[src/rtl/fsm_ctx_scheduler.sv]
`default_nettype none
// ============================================================================
// fsm_ctx_scheduler : one 4-state Mealy engine shared by NCH bit streams via round-robin.
// Optional per-channel Z=1 hit counters: FSM_SCHED_STATS_EN.   Rev 1.0
// ============================================================================
module fsm_ctx_scheduler #(
  parameter int NCH   = 4,
  parameter int CHW   = $clog2(NCH),
  parameter int CNT_W = 16
) (
  input  logic             clk,
  input  logic             reset,
  input  logic [NCH-1:0]   in_valid,
  input  logic [NCH-1:0]   in_bit,
  output logic [NCH-1:0]   in_ready,
  input  logic [NCH-1:0]   ctx_clear,
  output logic             out_valid,
  output logic             out_z,
  output logic [CHW-1:0]   out_ch,
  input  logic             out_ready,
  input  logic [CHW-1:0]   stat_sel,
  output logic [CNT_W-1:0] stat_cnt
);

  typedef enum logic [1:0] {
    ST_A = 2'b00,
    ST_B = 2'b01,
    ST_E = 2'b10,
    ST_F = 2'b11
  } state_e;

  state_e         ctx_q [NCH];
  logic [CHW-1:0] rr_ptr_q, rr_ptr_d;
  logic           out_valid_q, out_valid_d;
  logic           out_z_q, out_z_d;
  logic [CHW-1:0] out_ch_q, out_ch_d;

  logic           stall;
  logic [NCH-1:0] eligible;
  logic           grant_vld;
  logic [CHW-1:0] grant_ch;
  state_e         cur_st, nxt_st;
  logic           nxt_z;

  assign stall    = out_valid_q & ~out_ready;
  assign eligible = in_valid & ~ctx_clear;

  // First eligible channel at or after rr_ptr, wrapping at NCH-1.
  always_comb begin : arbiter
    logic [CHW:0] idx;
    grant_vld = 1'b0;
    grant_ch  = '0;
    idx       = '0;
    if (!stall) begin
      for (int k = 0; k < NCH; k++) begin
        idx = {1'b0, rr_ptr_q} + (CHW+1)'(k);
        if (idx >= (CHW+1)'(NCH)) idx = idx - (CHW+1)'(NCH);
        if (!grant_vld && eligible[idx[CHW-1:0]]) begin
          grant_vld = 1'b1;
          grant_ch  = idx[CHW-1:0];
        end
      end
    end
  end

  always_comb begin
    in_ready = '0;
    if (grant_vld) in_ready[grant_ch] = 1'b1;
  end

  always_comb begin
    cur_st = ctx_q[grant_ch];
    nxt_st = ST_A;
    nxt_z  = 1'b0;
    case (cur_st)
      ST_A: begin nxt_st = in_bit[grant_ch] ? ST_B : ST_E; nxt_z = in_bit[grant_ch]; end
      ST_B: begin nxt_st = in_bit[grant_ch] ? ST_B : ST_F; end
      ST_E: begin nxt_st = in_bit[grant_ch] ? ST_F : ST_A; nxt_z = in_bit[grant_ch]; end
      ST_F: begin nxt_st = in_bit[grant_ch] ? ST_A : ST_B; end
      default: begin nxt_st = ST_A; nxt_z = 1'b0; end
    endcase
  end

  always_comb begin
    out_valid_d = out_valid_q;
    out_z_d     = out_z_q;
    out_ch_d    = out_ch_q;
    rr_ptr_d    = rr_ptr_q;
    if (grant_vld) begin
      out_valid_d = 1'b1;
      out_z_d     = nxt_z;
      out_ch_d    = grant_ch;
      rr_ptr_d    = (grant_ch == CHW'(NCH-1)) ? '0 : grant_ch + CHW'(1);
    end else if (out_ready) begin
      out_valid_d = 1'b0;
    end
  end

  always_ff @(posedge clk or negedge reset) begin
    if (!reset) begin
      out_valid_q <= 1'b0;
      out_z_q     <= 1'b0;
      out_ch_q    <= '0;
      rr_ptr_q    <= '0;
    end else begin
      out_valid_q <= out_valid_d;
      out_z_q     <= out_z_d;
      out_ch_q    <= out_ch_d;
      rr_ptr_q    <= rr_ptr_d;
    end
  end

  // Clear masks the channel from arbitration, so it never collides with a write-back.
  always_ff @(posedge clk or negedge reset) begin
    if (!reset) begin
      for (int i = 0; i < NCH; i++) ctx_q[i] <= ST_A;
    end else begin
      for (int i = 0; i < NCH; i++) begin
        if (ctx_clear[i])                             ctx_q[i] <= ST_A;
        else if (grant_vld && grant_ch == CHW'(i))    ctx_q[i] <= nxt_st;
      end
    end
  end

  assign out_valid = out_valid_q;
  assign out_z     = out_z_q;
  assign out_ch    = out_ch_q;

`ifdef FSM_SCHED_STATS_EN
  logic [CNT_W-1:0] cnt_q [NCH];

  always_ff @(posedge clk or negedge reset) begin
    if (!reset) begin
      for (int i = 0; i < NCH; i++) cnt_q[i] <= '0;
    end else begin
      for (int i = 0; i < NCH; i++) begin
        if (ctx_clear[i])
          cnt_q[i] <= '0;
        else if (grant_vld && grant_ch == CHW'(i) && nxt_z && (cnt_q[i] != '1))
          cnt_q[i] <= cnt_q[i] + CNT_W'(1);
      end
    end
  end

  assign stat_cnt = ({1'b0, stat_sel} < (CHW+1)'(NCH)) ? cnt_q[stat_sel] : '0;
`else
  logic unused_stat_sel;
  assign unused_stat_sel = ^stat_sel;
  assign stat_cnt        = '0;
`endif

endmodule
`default_nettype wire

[config.mk]
export PLATFORM = sky130hd
export DESIGN_NAME = fsm_ctx_scheduler
export DESIGN_NICKNAME = d
export VERILOG_FILES = /design/src/rtl/fsm_ctx_scheduler.sv
export SDC_FILE = /design/constraint.sdc
export NUM_CORES = 1
export LEC_CHECK = 0
export ABC_CLOCK_PERIOD_IN_PS = 4500
export CAP_MARGIN = 20
export CELL_PAD_IN_SITES_DETAIL_PLACEMENT = 1
export CELL_PAD_IN_SITES_GLOBAL_PLACEMENT = 1
export CORE_MARGIN = 8
export CORE_UTILIZATION = 35
export DETAILED_ROUTE_END_ITERATION = 12
export PLACE_DENSITY = 0.95
export REMOVE_ABC_BUFFERS = 1
export SYNTH_ARGS = -nofsm -noshare
export SYNTH_HDL_FRONTEND = slang
export SYNTH_SLANG_ARGS = --single-unit
[constraint.sdc]
create_clock -name clk -period 4.5 [get_ports clk]
set_input_delay 0.675 -clock clk [delete_from_list [all_inputs] [get_ports clk]]
set_output_delay 0.675 -clock clk [all_outputs]
set_load 0.01 [all_outputs]
==> reports/qor.yml, run 1 <==
status: "completed"
cts_resized: 0
p_int_mw: 0.292
root_buffer: "clkbuf_4"
grt_pass1_wl_um: 5390
postCtsHoldBufs: 0
cp_slowest_cell: "clkdlybuf4s50_1"
cp-start-kind: "input port"
syn_inst: 121
place_inst: 183
antenna_found_initial: 0
ys_types: 28
multi_input_area_um2: 657
critPathMaxStageDelay_ns: 0.60
slew_headroom_pct: 56.3
cp_max_fo: 9
worstSkewPairLatency_ns: 0.29
crit_chain: "clkdlybuf4s50_1 -> nor2b_2 -> mux2i_1 -> a22oi_1 -> a211oi_2 -> ha_1 -> and2_1 -> clkdlybuf4s50_1"
crit_arrival_ns: 3.45
fmax_mhz: 242
regArea_um2: 350
ir_worst_vdd_mv: 0.149
vias: 921
grt_pass1_vias: 1040
num-fill-cells: 384
worst-setup-path-type: "input port to output port"
pwr_density_cell_nw_per_um2: 358
p_sw_mw: 0.191
fin_skew_ns: 0.00268
wl_um: 3170
syn_area_per_cell_um2: 9.30
numCtsBuffers: 3
cpMostUsedCell: "clkdlybuf4s50_1"
place.gp.congestion: 0.893
swShare_pct: 39.6
first_iter_violations: 23
grt_overflow: 0
cts_setup_buffers: 0
postPlaceCellArea_um2: 1330
start_util_pct: 36.8
cp.required_ns: 3.83
synthToLayoutAreaGrowth_pct: 20.0
clk_pin_slew_ns: 0.08
combinationalPowerShare_pct: 48.8
yosysWarnings: 0
drive_gt1_share_pct: 12.0
core_um2: 3050
row_count: 20
cts_sinks: 14
setup_tns_ns: 0
cap_violations: 0
min_period_over_period_pct: 91.8
worst_hold_path_type: "flop to flop"
power_mw: 0.483
end_kind: "output port"
finish.instance_area_um2: 1350
track_usage_pct: 12.9
clkPwrFrac_pct: 15.3
antenna_cells: 0
p_leak_nw: 0.604
ys_ff_latch: 14
cts_buffer_depth: 2
die_w_um: 72.7
seq_area_frac_synth_pct: 31.1
viasPerCell: 4.95
io_pins: 41
layout.nets: 165
setup_viol: 0
final_cells: 186
portBuffers: 22
drc_errors: 0
rsz0062_at_grt: "false"
drt-wirelength-per-cell_um: 17.1
fin_crit_ns: 4.13
dr.pass1.iters: 4
antenna_left: 0
syn-cell-area_um2: 1120
cts_tree: "yes"
p_seq_share_pct: 35.9
hold_viol: 0
tightest_slew_ns: 0.653
grt_start_max_net_pins: 15
dpl.hpwl_um: 2580
slew_viol_final: 0
die_area_um2: 5280
h-tree-depth: 1
die_y_um: 72.7
-- registers in the layout, summed over array words and instances (netlist names) --
signal and flops:
out_ch 2, rr_ptr_q 2, out_valid 1, ctx_q 8
out_z 1
-- critical path, delay by kind of cell --
| family | cells | cell delay [ns] |
|---|---|---|
| buffers and inverters | 2 | 1.10 |
| AND/OR/NAND/NOR | 2 | 0.63 |
| AO/OA/AOI/OAI | 2 | 0.57 |
| multiplexers | 1 | 0.24 |
| adder cells (fa/ha/maj) | 1 | 0.24 |
-- metal layers --
metal | global-route usage [%] | vias up | share of wire, %
met5 | 0 | - | 0
met1 | 14.3 | 455 | 41
li1 | - | 433 | -
met3 | 1.51 | 6 | 5.4
met2 | 23.4 | 27 | 52
met4 | 6.67 | 0 | 1.8
-- power by group through the flow --
stage	sequential [mW]	clock [mW]	combinational [mW]
CTS	0.174	0.0766	0.237
finish	0.173	0.0740	0.236
floorplan	0.176	0	0.137
detailed placement	0.176	0	0.236
global placement	0.172	0	0.220
global route	0.178	0.0786	0.261
-- through the flow --
| stage | hold WS (ns) | utilization [%] | setup WS [ns] |
|---|---|---|---|
| finish | 0.482 | 44.2 | 0.370 |
| CTS | 0.485 | 44.1 | 0.180 |
| floorplan | 0.379 | - | 1.38 |
| detailed placement | 0.465 | 43.4 | 0.221 |
| global placement | 0.462 | 43.4 | 0.329 |
| global route | 0.503 | 44.2 | 0.135 |
-- cell families (layout without fill, tap and decap cells) --
kind of cell | Yosys count | in the layout | synth area share (%)
mux | 12 | 12 | 11.0
fa+ha+maj | 4 | 4 | 4.45
buf+inv | 28 | 34 | 15.7
other cells | 1 | 16 | 0.333
simple gates | 34 | 34 | 17.1
flops | 14 | 14 | 31.1
compound gates | 28 | 28 | 20.2
-- placed cells by master (no fill, tap or decap), types with 4 or more instances in the layout --
| cell | instances |
|---|---|
| o21ai_0 | 4 |
| and2_1 | 8 |
| o21bai_1 | 4 |
| a221oi_1 | 4 |
| a21oi_1 | 4 |
| clkdlybuf4s50_1 | 22 |
| nand2_1 | 6 |
| mux2i_1 | 9 |
| ha_1 | 4 |
| nor2_1 | 6 |
| inv_1 | 6 |
| a311oi_2 | 4 |
| conb_1 | 16 |
| dfrtp_1 | 14 |
| or3_1 | 4 |
-- cell usage after synthesis --
cell type	n	share of area (%)
nand2b_1	3	1.7
a211oi_2	1	1.1
dfrtp_1	14	31
a21o_1	3	2.0
ha_1	4	4.4
a221oi_1	4	3.1
nor2b_1	3	1.7
a22oi_1	1	0.67
buf_6	1	1.0
nor3_1	2	0.89
o211ai_1	1	0.67
o21ai_0	4	1.8
conb_1	1	0.33
or3_4	1	1.0
o21bai_1	4	2.7
mux2_2	3	3.0
and2_1	8	4.4
a311oi_2	4	5.3
a21oi_1	4	1.8
a31oi_1	2	1.1
or3_1	4	2.2
buf_4	17	11
inv_1	6	2.0
nand2b_4	1	1.2
clkbuf_1	4	1.3
nand2_1	6	2.0
nor2_1	6	2.0
mux2i_1	9	8.0
-- layout make-up --
class	count	area share [%]
Clock buffer	3	1.67
Inverter	6	1.67
Multi-Input combinational cell	94	48.7
Sequential cell	14	26.0
Tap cell	44	4.08
Timing Repair Buffer	25	18.0
-- path summary, 6_finish.rpt --
kind / cells after the start / to / startpoint / slack (ns)
setup reg to reg: 8 / ctx_q[3]$_DFFE_PN0P_ / rr_ptr_q[1]$_DFFE_PN0P_ / 1.79
hold / removal: 1 / out_ch[1]$_DFFE_PN0P_ / out_ch[1]$_DFFE_PN0P_ / 0.48
hold reg to reg: 1 / out_ch[1]$_DFFE_PN0P_ / out_ch[1]$_DFFE_PN0P_ / 0.48
setup / recovery: 8 / in_ready[3] / ctx_clear[0] / 0.37
min in group asynchronous: 1 / ctx_q[0]$_DFFE_PN0P_ / reset / 0.78
max in group asynchronous: 1 / ctx_q[2]$_DFFE_PN0P_ / reset / 3.30
Power figures use the tool's default switching activity.
==> run 2, diff against run 1 <==
- CAP_MARGIN: 20 -> unset
- SETUP_SLACK_MARGIN: unset -> 0.4
==> run 2 against run 1 <==
Against the previous run: final cell count increased by 0.54%; die area unchanged; routed wire length increased by 3.3%; sequential cell count unchanged; via count decreased by 0.11%; final area increased by 2.2%; combinational power increased by 4%; setup slack improved by 0.20 ns; sequential power about the same; clock skew increased by 0.0025 ns; global-route usage about the same.
==> reports/qor.yml, run 2 (synthesized netlist as in run 1, its figures left out) <==
cp_slowest_cell: "clkdlybuf4s50_1"  # unchanged
p_leak_nw: 0.633  # was 0.604 nW
setup_viol: 0  # unchanged
die_area_um2: 5280  # unchanged
critPathMaxStageDelay_ns: 0.55  # was 0.60 ns
tightest_slew_ns: 0.649  # was 0.653 ns
fmax_mhz: 254  # was 242 MHz
largest_reg_flops: 8  # unchanged
slew_headroom_pct: 56.6  # was 56.3%
ir_worst_vdd_mv: 0.160  # was 0.149 mV
power_mw: 0.494  # was 0.483 mW
portBuffers: 22  # unchanged
worst-setup-path-type: "input port to output port"  # unchanged
place_inst: 183  # unchanged
cts_buffer_depth: 2  # unchanged
final_util_pct: 45.2  # was 44.2%
crit_chain: "clkdlybuf4s50_1 -> nand2b_2 -> a31oi_1 -> o21ai_0 -> a211oi_4 -> buf_4 -> ha_1 -> and2_1 -> clkdlybuf4s50_1"  # was clkdlybuf4s50_1 -> nor2b_2 -> mux2i_1 -> a22oi_1 -> a211oi_2 -> ha_1 -> and2_1 -> clkdlybuf4s50_1
status: "completed"  # unchanged
holdPathEnd: "out_ch[1]$_DFFE_PN0P_"  # unchanged
hold_viol: 0  # unchanged
rsz0062_at_grt: "false"  # unchanged
drc_errors: 0  # unchanged
vias: 920  # was 921
r2r_setup_slack_ns: 1.87  # was 1.79 ns
slew_viol_final: 0  # unchanged
finish.instance_area_um2: 1380  # was 1350 um2
first_iter_violations: 35  # was 23
cp.required_ns: 3.83  # about the same
dr.pass1.iters: 4  # unchanged
cts_tree: "yes"  # unchanged
row_count: 20  # unchanged
grt_pass1_vias: 1032  # was 1,040
cp_max_fo: 6  # was 9
cpMostUsedCell: "clkdlybuf4s50_1"  # unchanged
r2r-start: "rr_ptr_q[1]$_DFFE_PN0P_"  # unchanged
root_buffer: "clkbuf_4"  # unchanged
combinationalPowerShare_pct: 49.8  # was 48.8%
num-fill-cells: 378  # was 384
pwr_density_cell_nw_per_um2: 358  # about the same
p_seq_share_pct: 35.1  # was 35.9%
hp-start: "out_ch[1]$_DFFE_PN0P_"  # unchanged
hold_depth: 1  # unchanged
viasPerCell: 4.92  # was 4.95
clk_pin_slew_ns: 0.08  # about the same
die_w_um: 72.7  # unchanged
min_period_over_period_pct: 87.3  # was 91.8%
start_util_pct: 36.8  # unchanged
crit_arrival_ns: 3.25  # was 3.45 ns
end_kind: "output port"  # unchanged
antenna_found_initial: 0  # unchanged
r2r_end: "ctx_q[3]$_DFFE_PN0P_"  # unchanged
fin_skew_ns: 0.00515  # was 0.00268 ns
worst_hold_path_type: "flop to flop"  # unchanged
wl_um: 3280  # was 3170 um
multi_input_area_um2: 677  # was 657 um2
antenna_left: 0  # unchanged
ff2ff_path_depth: 8  # unchanged
clkPwrFrac_pct: 15.1  # was 15.3%
dpl.hpwl_um: 2580  # unchanged
cts_sinks: 14  # unchanged
postPlaceCellArea_um2: 1330  # unchanged
track_usage_pct: 12.9  # about the same
place.gp.congestion: 0.893  # unchanged
swShare_pct: 40.0  # was 39.6%
worstSkewPairLatency_ns: 0.29  # about the same
io_pins: 41  # unchanged
setup_tns_ns: 0  # unchanged
p_sw_mw: 0.198  # was 0.191 mW
cap_violations: 0  # unchanged
fin_crit_ns: 3.93  # was 4.13 ns
final_cells: 187  # was 186
grt_start_max_net_pins: 15  # unchanged
final_cell_mix: "clkdlybuf4s50_1 (21), conb_1 (16), dfrtp_1 (14)"  # was clkdlybuf4s50_1 (22), conb_1 (16), dfrtp_1 (14)
grt_overflow: 0  # unchanged
antenna_cells: 0  # unchanged
cp-start-kind: "input port"  # unchanged
drive_gt1_share_pct: 15.4  # was 12.0%
layout.nets: 166  # was 165
final_common_cell: "clkdlybuf4s50_1"  # unchanged
numCtsBuffers: 3  # unchanged
drt-wirelength-per-cell_um: 17.5  # was 17.1 um
regArea_um2: 350  # unchanged
core_um2: 3050  # unchanged
h-tree-depth: 1  # unchanged
regMostFlops: "ctx_q"  # unchanged
die_y_um: 72.7  # unchanged
p_int_mw: 0.297  # was 0.292 mW
synthToLayoutAreaGrowth_pct: 22.7  # was 20.0%
grt_pass1_wl_um: 5400  # was 5390 um
[run 2: cell types whose count changed in the layout (fill, tap and decap cells not counted), sizes merged]
cell | before | now
buf | 3 | 4
clkdlybuf4s50 | 22 | 21
dlymetal6s2s | 0 | 1
[run 2: area by class of cell]
cell class | count | area share (%)
clock buffers | 3 | 1.63
inverters | 6 | 1.63
repair buffers | 26 | 18.3
well taps | 44 | 3.99
flip-flops and latches | 14 | 25.4
multi-input cells | 94 | 49.0
[run 2: timing repair]
| item | CTS | global route |
|---|---|---|
| setup endpoints to repair | 4 | 4 |
| gates resized for setup | 3 | 5 |
| hold buffers | 0 | 0 |
| pin swaps | 1 | 1 |
| cloned | 0 | 0 |
| buffers inserted | 0 | 1 |
[run 2: worst max-delay path: cells and delay by family]
family | cells | cell delay [ns]
adders and majority gates | 1 | 0.15
and+or+nand+nor | 2 | 0.44
AOI/OAI and AO/OA | 3 | 0.72
buffers and inverters | 3 | 1.25
[run 2: per-layer routing]
layer  wire (um)  up-vias  track usage (%)
met5           0        -                0
met4          48        0             7.11
met3         143        4             1.10
met2        1690       26             23.1
met1        1400      460             14.7
li1            -      430                -
[run 2: per-stage QoR]
stage	setup slack, ns	hold WS [ns]
final	0.571	0.487
after global routing	0.419	0.504
after CTS	0.446	0.485
after detailed placement	0.221	0.465
after global placement	0.329	0.462
after floorplan	1.38	0.379
[run 2: worst max-delay path by stage]
stage	from	end	slack, ns
CTS	ctx_clear[0]	in_ready[3]	0.45
detailed placement	ctx_clear[0]	in_ready[3]	0.22
global placement	ctx_clear[0]	in_ready[3]	0.33
global route	ctx_clear[0]	in_ready[2]	0.42
finish	ctx_clear[3]	in_ready[2]	0.57
floorplan	in_valid[0]	in_ready[2]	1.38
[run 2: power by group through the flow]
stage | registers [mW] | logic, mW | clock network, mW
after detailed placement | 0.176 | 0.236 | 0
after global placement | 0.172 | 0.220 | 0
final | 0.174 | 0.246 | 0.0745
after floorplan | 0.176 | 0.137 | 0
after global routing | 0.178 | 0.269 | 0.0790
after CTS | 0.174 | 0.241 | 0.0766
